`config.mk`:
```
export PLATFORM = sky130hd
export DESIGN_NAME = harris_corner_logger
export DESIGN_NICKNAME = d
export VERILOG_FILES = /design/src/rtl/harris_corner_logger_pkg.sv /design/src/rtl/harris_corner_logger_corner_fifo.sv /design/src/rtl/harris_corner_logger.sv
export SDC_FILE = /design/constraint.sdc
export NUM_CORES = 2
export LEC_CHECK = 0
export ABC_AREA = 1
export ABC_CLOCK_PERIOD_IN_PS = 8850
export BUFFER_PORTS_ARGS = -buffer_cell sky130_fd_sc_hd__clkbuf_2
export CELL_PAD_IN_SITES_DETAIL_PLACEMENT = 0
export CELL_PAD_IN_SITES_GLOBAL_PLACEMENT = 1
export CORE_MARGIN = 1
export CORE_UTILIZATION = 28
export CTS_CLUSTER_SIZE = 10
export DETAILED_ROUTE_END_ITERATION = 6
export PLACE_DENSITY_LB_ADDON = 0.1
export SLEW_MARGIN = 20
export SYNTH_ARGS = -nofsm -noshare
export SYNTH_HDL_FRONTEND = slang
export SYNTH_SLANG_ARGS = --single-unit
```
`constraint.sdc`:
```
create_clock -name clk -period 8.85 [get_ports clk]
set_clock_uncertainty 0.2 [all_clocks]
set_input_delay 0.4425 -clock clk [delete_from_list [all_inputs] [get_ports clk]]
set_output_delay 0.4425 -clock clk [all_outputs]
set_load 0.01 [all_outputs]
```
`src/rtl/harris_corner_logger_pkg.sv`:
```
// Shared types and defaults for the Harris corner logger.
// - SCORE_W_DEF / COORD_W_DEF: default score and coordinate widths.
// - corner_rec_t: one buffered corner record, score in the MSBs, then x, then y.
// - logger_state_t: frame tracking state of the logger.
package harris_corner_logger_pkg;

  localparam int SCORE_W_DEF = 64;
  localparam int COORD_W_DEF = 16;

  typedef struct packed {
    logic [SCORE_W_DEF-1:0] score;
    logic [COORD_W_DEF-1:0] x;
    logic [COORD_W_DEF-1:0] y;
  } corner_rec_t;

  typedef enum logic [1:0] {
    IDLE   = 2'd0,
    ACTIVE = 2'd1,
    DONE   = 2'd2
  } logger_state_t;

endpackage

```
`src/rtl/harris_corner_logger_corner_fifo.sv`:
```
// corner_fifo: synchronous first-word-fall-through FIFO for corner records.
// Ports:
//   clk, reset      clock, synchronous active-low reset (empties the FIFO)
//   push, push_data write request and record; accepted when not full, or when
//                   a pop happens in the same cycle
//   pop             remove head record; ignored when empty
//   head_data       current head record, zero while empty
//   full, empty     occupancy flags
//   level           number of records held
module corner_fifo
  import harris_corner_logger_pkg::*;
#(
  parameter int DATA_W = $bits(corner_rec_t),
  parameter int DEPTH  = 16
) (
  input  logic                     clk,
  input  logic                     reset,
  input  logic                     push,
  input  logic [DATA_W-1:0]        push_data,
  input  logic                     pop,
  output logic [DATA_W-1:0]        head_data,
  output logic                     full,
  output logic                     empty,
  output logic [$clog2(DEPTH):0]   level
);

  localparam int AW = $clog2(DEPTH);
  localparam int LW = AW + 1;

  logic [DATA_W-1:0] mem_r [DEPTH];
  logic [AW-1:0]     wr_ptr_r;
  logic [AW-1:0]     rd_ptr_r;
  logic [LW-1:0]     level_r;
  logic              do_push_s;
  logic              do_pop_s;

  // Qualify requests; a push into a full FIFO rides on a simultaneous pop
  always_comb begin
    do_pop_s  = pop && (level_r != LW'(0));
    do_push_s = push && ((level_r != LW'(DEPTH)) || do_pop_s);
  end

  // Record storage; contents are don't-care until written
  always_ff @(posedge clk) begin
    if (do_push_s) begin
      mem_r[wr_ptr_r] <= push_data;
    end
  end

  // Pointer and occupancy bookkeeping; pointers wrap since DEPTH is a power of 2
  always_ff @(posedge clk) begin
    if (!reset) begin
      wr_ptr_r <= AW'(0);
      rd_ptr_r <= AW'(0);
      level_r  <= LW'(0);
    end else begin
      if (do_push_s) begin
        wr_ptr_r <= wr_ptr_r + AW'(1);
      end
      if (do_pop_s) begin
        rd_ptr_r <= rd_ptr_r + AW'(1);
      end
      case ({do_push_s, do_pop_s})
        2'b10:   level_r <= level_r + LW'(1);
        2'b01:   level_r <= level_r - LW'(1);
        default: level_r <= level_r;
      endcase
    end
  end

  // Head is forced to zero while empty so stale storage never leaks out
  always_comb begin
    if (level_r == LW'(0)) begin
      head_data = '0;
    end else begin
      head_data = mem_r[rd_ptr_r];
    end
    full  = (level_r == LW'(DEPTH));
    empty = (level_r == LW'(0));
    level = level_r;
  end

endmodule

```
`src/rtl/harris_corner_logger.sv`:
```
// harris_corner_logger: captures every sample whose signed Harris score is at
// or above a per-frame threshold, buffers {score,x,y} records in a FWFT FIFO
// drained over a valid/ready stream, and keeps per-frame statistics.
// Ports:
//   clk, reset                  clock, synchronous active-low reset
//   in_valid/in_score/in_x/in_y score sample stream
//   threshold                   signed threshold, latched at frame_start
//   frame_start, frame_end      frame delimiters (pulses)
//   out_valid/out_ready         record stream handshake
//   out_score/out_x/out_y       head record
//   fifo_level                  records buffered
//   corner_count, drop_count    saturating per-frame counters
//   max_valid/max_score/max_x/max_y  peak score of the frame and its location
//   frame_done                  pulse the cycle after an accepted frame_end
module harris_corner_logger
  import harris_corner_logger_pkg::*;
#(
  parameter int SCORE_W    = SCORE_W_DEF,
  parameter int COORD_W    = COORD_W_DEF,
  parameter int FIFO_DEPTH = 16,
  parameter int CNT_W      = 16
) (
  input  logic                        clk,
  input  logic                        reset,
  input  logic                        in_valid,
  input  logic [SCORE_W-1:0]          in_score,
  input  logic [COORD_W-1:0]          in_x,
  input  logic [COORD_W-1:0]          in_y,
  input  logic [SCORE_W-1:0]          threshold,
  input  logic                        frame_start,
  input  logic                        frame_end,
  output logic                        out_valid,
  input  logic                        out_ready,
  output logic [SCORE_W-1:0]          out_score,
  output logic [COORD_W-1:0]          out_x,
  output logic [COORD_W-1:0]          out_y,
  output logic [$clog2(FIFO_DEPTH):0] fifo_level,
  output logic [CNT_W-1:0]            corner_count,
  output logic [CNT_W-1:0]            drop_count,
  output logic                        max_valid,
  output logic [SCORE_W-1:0]          max_score,
  output logic [COORD_W-1:0]          max_x,
  output logic [COORD_W-1:0]          max_y,
  output logic                        frame_done
);

  localparam int REC_W = SCORE_W + 2 * COORD_W;

  logger_state_t      state_r;
  logger_state_t      state_next_s;
  logic [SCORE_W-1:0] thr_r;
  logic [SCORE_W-1:0] thr_eff_s;
  logic               accept_s;
  logic               end_s;
  logic               corner_s;
  logic               pop_s;
  logic               push_s;
  logic               drop_s;
  logic               load_max_s;
  logic               full_s;
  logic               empty_s;
  logic [REC_W-1:0]   push_rec_s;
  logic [REC_W-1:0]   head_rec_s;
  logic [CNT_W-1:0]   corner_count_r;
  logic [CNT_W-1:0]   drop_count_r;
  logic               max_valid_r;
  logic [SCORE_W-1:0] max_score_r;
  logic [COORD_W-1:0] max_x_r;
  logic [COORD_W-1:0] max_y_r;
  logic               frame_done_r;

  function automatic logic [CNT_W-1:0] sat_inc(input logic [CNT_W-1:0] v);
    return (&v) ? v : v + CNT_W'(1);
  endfunction

  // Sample acceptance and corner decision; the frame_start cycle already
  // belongs to the new frame and compares against the incoming threshold
  always_comb begin
    accept_s  = 1'b0;
    end_s     = 1'b0;
    thr_eff_s = thr_r;
    if (frame_start) begin
      accept_s  = 1'b1;
      thr_eff_s = threshold;
    end else if (state_r == ACTIVE) begin
      accept_s  = 1'b1;
      end_s     = frame_end;
    end else begin
      accept_s  = 1'b0;
    end
    corner_s   = accept_s && in_valid && ($signed(in_score) >= $signed(thr_eff_s));
    pop_s      = !empty_s && out_ready;
    push_s     = corner_s && (!full_s || pop_s);
    drop_s     = corner_s && !push_s;
    load_max_s = accept_s && in_valid &&
                 (frame_start || !max_valid_r || ($signed(in_score) > $signed(max_score_r)));
    push_rec_s = {in_score, in_x, in_y};
  end

  // Frame state transitions; a frame_start always (re)enters ACTIVE
  always_comb begin
    state_next_s = state_r;
    case (state_r)
      IDLE: begin
        if (frame_start) state_next_s = ACTIVE;
        else             state_next_s = IDLE;
      end
      ACTIVE: begin
        if (frame_start)    state_next_s = ACTIVE;
        else if (frame_end) state_next_s = DONE;
        else                state_next_s = ACTIVE;
      end
      DONE: begin
        if (frame_start) state_next_s = ACTIVE;
        else             state_next_s = DONE;
      end
      default: state_next_s = IDLE;
    endcase
  end

  // State register, threshold latch and frame_done pulse
  always_ff @(posedge clk) begin
    if (!reset) begin
      state_r      <= IDLE;
      thr_r        <= '0;
      frame_done_r <= 1'b0;
    end else begin
      state_r      <= state_next_s;
      frame_done_r <= end_s;
      if (frame_start) begin
        thr_r <= threshold;
      end
    end
  end

  // Per-frame corner and drop counters, cleared at frame_start
  always_ff @(posedge clk) begin
    if (!reset) begin
      corner_count_r <= CNT_W'(0);
      drop_count_r   <= CNT_W'(0);
    end else if (frame_start) begin
      corner_count_r <= CNT_W'(corner_s);
      drop_count_r   <= CNT_W'(drop_s);
    end else begin
      if (corner_s) begin
        corner_count_r <= sat_inc(corner_count_r);
      end
      if (drop_s) begin
        drop_count_r <= sat_inc(drop_count_r);
      end
    end
  end

  // Peak tracker: strictly-greater replaces, so ties keep the earliest sample
  always_ff @(posedge clk) begin
    if (!reset) begin
      max_valid_r <= 1'b0;
      max_score_r <= '0;
      max_x_r     <= COORD_W'(0);
      max_y_r     <= COORD_W'(0);
    end else if (load_max_s) begin
      max_valid_r <= 1'b1;
      max_score_r <= in_score;
      max_x_r     <= in_x;
      max_y_r     <= in_y;
    end else if (frame_start) begin
      max_valid_r <= 1'b0;
      max_score_r <= '0;
      max_x_r     <= COORD_W'(0);
      max_y_r     <= COORD_W'(0);
    end else begin
      max_valid_r <= max_valid_r;
    end
  end

  corner_fifo #(
    .DATA_W (REC_W),
    .DEPTH  (FIFO_DEPTH)
  ) u_fifo (
    .clk       (clk),
    .reset     (reset),
    .push      (push_s),
    .push_data (push_rec_s),
    .pop       (pop_s),
    .head_data (head_rec_s),
    .full      (full_s),
    .empty     (empty_s),
    .level     (fifo_level)
  );

  assign out_valid    = !empty_s;
  assign out_score    = head_rec_s[REC_W-1 -: SCORE_W];
  assign out_x        = head_rec_s[2*COORD_W-1 -: COORD_W];
  assign out_y        = head_rec_s[COORD_W-1:0];
  assign corner_count = corner_count_r;
  assign drop_count   = drop_count_r;
  assign max_valid    = max_valid_r;
  assign max_score    = max_score_r;
  assign max_x        = max_x_r;
  assign max_y        = max_y_r;
  assign frame_done   = frame_done_r;

endmodule

```
==> run summary <==
Post-synthesis mux area share: 0.887%
Largest family of logic cells by synthesized area: compound AO/OA/AOI/OAI gates
Slew Limit Fails: 0
Worst Hold Path Cells: 3
Ranking of synthesized cells by area: edfxtp_1 (65%), dfxtp_1 (6.0%), o21ai_0 (5.6%)
Nets: 6388
Total Wirelength: 250 mm
PortBufs: 397
GP Congestion: 0.752
Post-DP HPWL: 139 mm
Routed wire per std cell: 26.1 um
Vias in the first global route: 47300
R2R depth: 17
RSZ-0062 raised after global routing: false
CORE AREA: 252000 sq um
Most common cell after layout, fill and taps aside: edfxtp_1
Die area: 256000 sq um
Die Span X: 506 um
Place WS: 2.28 ns
CP delay by family, top: simple AND/OR/NAND/NOR gates
Yosys top cell by area: edfxtp_1
H-tree depth: 4
Min-delay src: frame_start
FF+latch count, synth: 1749
Gr ovfl total: 0
Num CTS Buffers: 205
I/O pin cnt: 398
Root Buffer: clkbuf_16
Simple-gate share of the synthesized area: 9.02%
Fmax: 0.181 GHz
Final setup fails: 0
Cell variety after synth: 41
Via/cell ratio: 5.00
WHS Endpoint: thr_r[39]
Adder-cell share of the synthesized area: 2.45%
Synthesis Warnings: 0
Most used cell, CP: nand2_1
Worst r2r src: thr_r[63]
Setup crit end kind: register
Worst EP required: 9.10 ns
Tcrit/Tclk final: 62.6%
XOR/XNOR Fraction of Synth Area: 0.382%
Synthesis-to-finish area growth: 18.2%
Initial antenna violation count: 14
R2R setup slack: 3.57 ns
GRT Total Usage: 19.2%
Critical path type: in -> reg
Normalized max-slew margin: 21.4%
Num rows: 184
Worst setup margin: 3.31 ns
Tot Pwr: 22.3 mW
Post-Syn Area: 71100 sq um
CP peak stage delay: 0.79 ns
Crit path arrival time: 5.78 ns
Fillers: 25200
Bufs on Longest Clock Path: 3
Setup TNS: 0 ns
Final ANT Viol Nets: 0
Class of the worst hold path: in -> reg
Peak VDD IR: 389 uV
Die height: 506 um
Largest net degree at the start of global routing: 197
Max cap viols: 0
Share of the synthesized area in the top cell type: 64.9%
Synth Area in Compound Gates: 13.2%
Crit-path cells: buf_4 -> buf_4 -> mux2i_1 -> ha_1 -> a21oi_1 -> o21ai_0 -> a21oi_1 -> nand2_1 -> nand2_1 -> nand2_1 -> nor2_1 -> nand2_1 -> nand3_4 -> nand2_2 -> nor2_4 -> nand2_1 -> nor2_4 -> buf_4
First-pass GRT wire length: 357 mm
Hold Vio Cnt, Final: 0
Total nets after synthesis: 5975
1st-pass router iterations: 5
CTS tree: done
Layout cells sized above 1: 12.4%
Starting Density: 28.2%
Clk Latency, worst-skew pair: 0.85 ns
Critical path buffers and inverters: 3
Slowest CP cell: nor2_4
Cells after synthesis: 5670
Static leakage: 27.7 nW
Startpoint types: input port
Worst flop-to-flop path endpoint: u_fifo.mem_r[7][49]
Synth Area per Inst: 12.5 sq um
Residual DRC: 0
Worst-path clk slew: 0.06 ns
Period minus WS final: 5.54 ns
Pwr Density: 265 nW/um^2
Sink Count: 1749
Slew @ Worst Pin: 1.18 ns
DR vias: 47800
Commonest cells after routing, fill and taps aside: edfxtp_1 (1536), nor2_1 (905), o21ai_0 (791)
Status: completed
Sequential share of the synthesized area: 70.9%
Largest fanout on the critical path: 43
Iter 0 DRT Violations: 3604
-- flip-flops by register name (all words and copies together), names as in the netlist, 5 cells and up, named ones only --
register / cells
u_fifo.mem_r: 1536
drop_count: 16
u_fifo.level: 5
max_y: 16
corner_count: 16
thr_r: 64
max_x: 16
max_score: 64
-- stage by stage --
step                area [sq um]  instances  hold WS, ns  util [%]
floorplan                  71100       5670        0.244         -
global placement           76600       9081        0.259      30.4
detailed placement         76600       9081        0.258      30.4
CTS                        84000       9563     0.000831      33.3
global route               84000       9566       0.0268      33.4
finish                     84000       9572       0.0223      33.4
-- area by class of cell --
class	count	area, sq um	share of cell area [%]
inverter	161	647	0.770
multi-input combinational	3356	18600	22.1
clock inverter	37	313	0.372
sequential	1749	50400	60.0
timing repair buffer	610	4180	4.98
clock buffer	302	5660	6.74
tap	3348	4190	4.99
antenna	9	22.5	0.0268
-- cell usage after synthesis (all sizes together) --
cell type,count
edfxtp,1536
o21bai,1
o22ai,106
o21a,4
ha,139
nand2,259
a21o,8
nand4,17
xor2,26
nand3,320
nor3,17
dfxtp,213
nor2,928
clkinv,2
o211ai,106
o221ai,279
a31o,1
and2,1
inv,159
mux2i,63
clkbuf,313
o21ai,792
buf,91
xnor2,5
a21oi,279
nor4,4
nand3b,1
-- logic make-up after synthesis --
family / count (synthesis)
flops: 1749
compound gates: 1576
simple gates: 1547
buf+inv: 565
fa+ha+maj: 139
mux: 63
xor+xnor: 31
-- what timing repair did --
action                                  CTS  global route
endpoints found under the hold margin  1136             0
hold buffers                            143             0
setup buffers                             0             0
gates resized for setup                   0             0
-- layer usage --
| metal | track usage, % | share of wire [%] | wire, um |
|---|---|---|---|
| met4 | 3.89 | 1.6 | 4040 |
| met5 | 0 | 0.0056 | 14 |
| met2 | 30.5 | 46 | 114000 |
| met1 | 27.3 | 48 | 119000 |
| met3 | 3.39 | 4.9 | 12200 |
-- worst reg2reg max path, delay by kind of cell (launching register included) --
family | cells | cell delay (ns)
AND/OR/NAND/NOR | 13 | 2.83
buffers and inverters | 1 | 0.76
adder cells (fa/ha/maj) | 1 | 0.48
flip-flops | 1 | 0.31
AO/OA/AOI/OAI | 1 | 0.12
multiplexers | 1 | 0.08
-- report_power, final --
part,internal (mW),switching (mW)
logic,1.42,3.94
registers,9.08,0.0835
clock network,4.40,3.38
-- worst max path at each step --
stage                           start                  end  slack [ns]  depth (start not counted)
final                     frame_start  u_fifo.mem_r[7][49]        3.31                         18
after global routing      frame_start  u_fifo.mem_r[7][49]        2.99                         18
after CTS                 frame_start  u_fifo.mem_r[7][49]        3.20                         17
after detailed placement  frame_start  u_fifo.mem_r[7][37]        2.28                         17
after global placement    frame_start  u_fifo.mem_r[7][37]        2.36                         17
after floorplan           frame_start   u_fifo.mem_r[0][0]        1.06                         18
Note: power is estimated with default switching activity, not from simulation.
